--- config.mk ---
export PLATFORM = sky130hd
export DESIGN_NAME = udreg_n
export DESIGN_NICKNAME = d
export VERILOG_FILES = /design/src/rtl/udreg_n.sv
export SDC_FILE = /design/constraint.sdc
export NUM_CORES = 1
export LEC_CHECK = 0
export BUFFER_PORTS_ARGS = -buffer_cell sky130_fd_sc_hd__buf_2
export CAP_MARGIN = 30
export CORE_MARGIN = 10
export CORE_UTILIZATION = 30
export CTS_CLUSTER_DIAMETER = 100
export DETAILED_ROUTE_END_ITERATION = 6
export GPL_ROUTABILITY_DRIVEN = 0
export PLACE_DENSITY_LB_ADDON = 0.1
export RECOVER_POWER = 25
export SLEW_MARGIN = 20
export SYNTH_ARGS = -nofsm -noshare
export SYNTH_HDL_FRONTEND = slang
export SYNTH_SLANG_ARGS = --single-unit
--- constraint.sdc ---
create_clock -name clk -period 5.7 [get_ports clk]
set_clock_uncertainty 0.2 [all_clocks]
set_input_delay 0.855 -clock clk [delete_from_list [all_inputs] [get_ports clk]]
set_output_delay 0.855 -clock clk [all_outputs]
set_load 0.005 [all_outputs]
--- src/rtl/udreg_n.sv ---
// Parametrised up/down register with wrap/saturate, terminal-count flags and overflow pulse.
// Optional shadow/restore register enabled by defining UDREG_SHADOW_EN.
module udreg_n #(
    parameter int unsigned          WIDTH     = 16,
    parameter logic [WIDTH-1:0]     STEP      = WIDTH'(1),
    parameter logic [WIDTH-1:0]     MAX       = {WIDTH{1'b1}},
    parameter bit                   SAT       = 1'b0,
    parameter logic [WIDTH-1:0]     RESET_VAL = '0
) (
    input  logic             clk,
    input  logic             reset_n,
    input  logic             clr,
`ifdef UDREG_SHADOW_EN
    input  logic             restore,
    output logic [WIDTH-1:0] Q_prev,
`endif
    input  logic             ld,
    input  logic             inc,
    input  logic             dec,
    input  logic [WIDTH-1:0] D,
    output logic [WIDTH-1:0] Q,
    output logic             tc_up,
    output logic             tc_dn,
    output logic             ovf
);

    // One extra bit keeps the carry when MAX is the full 2**WIDTH-1 range.
    localparam logic [WIDTH:0] MAX_E  = {1'b0, MAX};
    localparam logic [WIDTH:0] MOD_E  = MAX_E + (WIDTH+1)'(1);
    localparam logic [WIDTH:0] STEP_E = {1'b0, STEP};

    logic [WIDTH-1:0] q_nxt;
    logic             ovf_nxt;
    logic [WIDTH:0]   up_sum;
    logic [WIDTH:0]   up_wrap;
    logic [WIDTH:0]   dn_wrap;
    logic             up_over;
    logic             dn_under;

    assign up_sum   = {1'b0, Q} + STEP_E;
    assign up_wrap  = up_sum - MOD_E;
    assign dn_wrap  = {1'b0, Q} + MOD_E - STEP_E;
    assign up_over  = up_sum > MAX_E;
    assign dn_under = Q < STEP;

`ifdef UDREG_SHADOW_EN
    logic [WIDTH-1:0] qp_nxt;
`endif

    always_comb begin
        q_nxt   = Q;
        ovf_nxt = 1'b0;
`ifdef UDREG_SHADOW_EN
        qp_nxt  = Q_prev;
`endif
        if (clr) begin
            q_nxt = RESET_VAL;
`ifdef UDREG_SHADOW_EN
            qp_nxt = RESET_VAL;
        end else if (restore) begin
            q_nxt = Q_prev;
`endif
        end else if (ld) begin
            // Out-of-range loads clamp silently.
            q_nxt = (D > MAX) ? MAX : D;
`ifdef UDREG_SHADOW_EN
            qp_nxt = Q;
`endif
        end else if (inc && !dec) begin
            if (!up_over) begin
                q_nxt = up_sum[WIDTH-1:0];
            end else begin
                q_nxt   = SAT ? MAX : up_wrap[WIDTH-1:0];
                ovf_nxt = 1'b1;
            end
        end else if (dec && !inc) begin
            if (!dn_under) begin
                q_nxt = Q - STEP;
            end else begin
                q_nxt   = SAT ? '0 : dn_wrap[WIDTH-1:0];
                ovf_nxt = 1'b1;
            end
        end
    end

    always_ff @(posedge clk or negedge reset_n) begin
        if (!reset_n) begin
            Q   <= RESET_VAL;
            ovf <= 1'b0;
        end else begin
            Q   <= q_nxt;
            ovf <= ovf_nxt;
        end
    end

`ifdef UDREG_SHADOW_EN
    always_ff @(posedge clk or negedge reset_n) begin
        if (!reset_n) Q_prev <= RESET_VAL;
        else          Q_prev <= qp_nxt;
    end
`endif

    assign tc_up = (Q == MAX);
    assign tc_dn = (Q == '0);

endmodule

==> impl_metrics.yaml <==
final_layout:
  fillers: 646
  syn_to_final_growth_pct: 13.8
  nNetsFinal: 266
  drive_gt1_share_pct: 23.2
  diodes: 0
  final_area_um2: 1950
critical_path:
  r2r-start: "Q[0]$_DFFE_PN0P_"
  rr_worst_depth: 6
  reg2reg_to: "ovf$_DFF_PN0_"
  crit_path_end_kind: "output pin"
  crit_path_max_fanout: 10
  crit_chain: "ha_1 > nand3_1 > nor2_1 > and3_1 > buf_2"
  max_stage_delay_ps: 630
  worst_path_max_delay_cell: "dfrtp_1"
  required_ps: 4640
  worst-path-buf-inv: 1
  r2r_slack_ps: 3130
  crit_start: "Q[0]$_DFFE_PN0P_"
  crit_family: "simple AND/OR/NAND/NOR gates"
  critPathLaunchType: "register"
  crit_arrival_ps: 2070
  setup.worst_path.class: "reg2out"
die:
  core-area_um2: 5540
  row_count: 27
  dieArea_um2: 9150
  start_util_pct: 31.0
  die_w_um: 95.7
  die_h_um: 95.7
  ios: 41
yosys:
  synthSimpleGateAreaFrac_pct: 34.3
  yosysTopAreaCell: "dfrtp_1"
  synth_top_family_by_area: "simple AND/OR/NAND/NOR gates"
  synth_compound_area_share_pct: 20.9
  syn_inst: 212
  synth_area_leaders: "dfrtp_1 25%, nor2_1 5.5%, ha_1 4.4%, xnor2_1 4.1%, nand2_1 2.8%"
  synthesis.area_um2: 1720
  synth_adder_area_share_pct: 4.37
  synth.area.mux_share_pct: 1.17
  synth_xor_area_share_pct: 6.63
  synthDistinctLibCells: 61
  avgSynthCellArea_um2: 8.10
  ys_ff_latch: 17
  async_flop_share_pct: 100
  synth_top_area_share_pct: 24.8
  synth_flop_cell: "dfrtp_1"
  yosysSeqAreaShare_pct: 24.8
  synth_fp_nets: 240
  synth_edf_count: 0
  ys_warn_count: 0
power:
  power_switching_mw: 0.141
  p_clk_share_pct: 26.8
  power_density_nw_per_um2: 190
  intPower_mw: 0.230
  power_frac_comb_pct: 29.8
  cellLeakagePower_nw: 0.771
  seq_power_share_pct: 43.4
  irDropWorstVdd_mv: 0.0665
  switching_share_pct: 38.1
drt:
  routed_wl_mm: 5.46
  viasPerCell: 5.44
  drc: 0
  drt_iter0_drc: 69
  via_count: 1681
  drt-pass1-iter-count: 4
  avgRoutedWirePerCell_um: 17.7
  postRouteAntennaNets: 0
grt:
  antenna_found_initial: 0
  use_met3_pct: 2.36
  grt_usage_pct: 12.2
  grt_pass1_wl_mm: 9.04
  grt_overflow: 0
  grt_util_met1_pct: 16.7
  grt_max_degree: 27
  met2_usage_pct: 19.1
  grt.busiest_layer: "met2"
  grt_pass1_vias: 1683
cts:
  clock-sinks: 17
  cts.htree.levels: 1
  cts_buffers: 3
  cts.path.max_buffers: 2
  clockRootBuffer: "clkbuf_8"
  clock_latency_ps: 260
  cts_post_setup_buffers_inserted: 0
  hold_buffers: 0
  cts_tree: "yes"
  clk_pin_slew_ps: 80
  cts_resized: 0
placed_design:
  port_buffers: 40
  dp_hpwl_mm: 3.99
  place_area_um2: 1910
sta:
  fin_crit_sh_pct: 54.8
  setup_tns_ps: 0
  worst_pin_slew_ps: 1090
  post-route-min-period_ps: 3120
  slew_viol_final: 0
  hold-worst-slack_ps: 476
  fmax_ghz: 0.320
  finalHoldViolCount: 0
  setup_viol_count_final: 0
  rsz0062_at_grt: "false"
  slew_headroom_pct: 27.0
run:
  maxCapViolCount: 0
worst_hold_path:
  holdCritStartpoint: "Q[13]$_DFFE_PN0P_"
  hp-class: "reg2reg"
  holdPathStages: 2
  min_to: "Q[13]$_DFFE_PN0P_"
run_status:
  status: "complete, no violations"
==> routing by layer <==
layer / part of all wire [%] / vias to the layer above
met5: 0 / -
met1: 50 / 799
met3: 4.5 / 2
met4: 0.53 / 0
met2: 45 / 37
li1: - / 843
==> worst min-delay path, cell delays in order (launching register included) <==
cell,delay [ps]
dfrtp_1,440
o21ai_0,100
a311oi_1,90
==> layout make-up <==
type / instances / area (µm²) / share of cell area, %
clock buffer: 4 / 45.0 / 2.30
inverter: 10 / 37.5 / 1.92
timing repair buffer: 40 / 199 / 10.2
multi-input combinational: 166 / 1160 / 59.2
sequential: 17 / 425 / 21.8
tap: 72 / 90.1 / 4.61
==> through the flow <==
| step | setup slack [ps] | total power, mW | std cells | util (%) |
|---|---|---|---|---|
| 3_5_place_dp | 2630 | 0.276 | 305 | 34.5 |
| 3_3_place_gp | 2660 | 0.276 | 305 | 34.5 |
| 4_1_cts | 2600 | 0.376 | 309 | 35.3 |
| 5_1_grt | 2460 | 0.397 | 309 | 35.3 |
| 2_1_floorplan | 3190 | 0.237 | 212 | - |
| 6_report | 2580 | 0.371 | 309 | 35.3 |
==> synthesized netlist by cell type, types with 2 or more instances <==
cell / n
a211oi_1: 6
nand2b_1: 2
nand2_1: 13
inv_1: 9
a31oi_1: 2
nor2_1: 25
nor4_1: 2
mux2i_1: 2
xor2_1: 5
buf_4: 3
ha_1: 6
buf_2: 5
a311oi_1: 4
and2_1: 2
nand4_1: 7
nand3b_1: 2
nor3_1: 8
a32oi_1: 5
or3_1: 5
a21oi_1: 7
nand3_1: 5
clkbuf_1: 9
dfrtp_1: 17
xnor2_1: 8
and4_1: 4
o31a_1: 2
nor4_4: 2
o21ai_0: 8
and3_1: 3
nand4b_1: 3
==> power by group through the flow <==
| stage | clock network, mW | registers [mW] | logic [mW] |
|---|---|---|---|
| 2_1_floorplan | 0 | 0.146 | 0.0911 |
| 3_3_place_gp | 0 | 0.164 | 0.112 |
| 3_5_place_dp | 0 | 0.163 | 0.112 |
| 4_1_cts | 0.102 | 0.161 | 0.113 |
| 5_1_grt | 0.107 | 0.165 | 0.125 |
| 6_report | 0.0996 | 0.161 | 0.111 |
==> worst max-delay path by stage <==
stage	slack [ps]	depth (start not counted)	end
3_5_place_dp	2630	7	Q[6]$_DFFE_PN0P_
4_1_cts	2600	5	tc_up
2_1_floorplan	3190	7	Q[5]$_DFFE_PN0P_
6_report	2580	5	tc_up
5_1_grt	2460	5	tc_up
3_3_place_gp	2660	8	Q[9]$_DFFE_PN0P_
==> flip-flops by register name, summed over array words and instances (netlist names) <==
register and flops:
Q 16, ovf 1
==> kinds of logic after synthesis <==
family	Yosys count
compound gates	49
fa+ha+maj	6
xor+xnor	13
simple gates	96
mux	2
flops	17
buf+inv	29
==> cell usage in the layout, fill, tap and decap left out, types with 2 or more instances in the layout <==
cell type,count
buf_2,39
nor2_1,25
dfrtp_1,17
nand2_1,13
inv_1,9
nor3_1,8
o21ai_0,8
xnor2_1,8
nand4_1,7
a21oi_1,7
a211oi_1,6
ha_1,6
nand3_1,5
xor2_1,5
or3_1,5
a32oi_1,5
and4_1,4
a311oi_1,4
and3_1,3
nand4b_1,3
clkbuf_8,3
nor4_4,2
and2_1,2
nand2b_1,2
nand3b_1,2
nor4_1,2
o31a_1,2
a31oi_1,2
mux2i_1,2
clkbuf_1,2
Note: power is estimated with default switching activity, not from simulation.
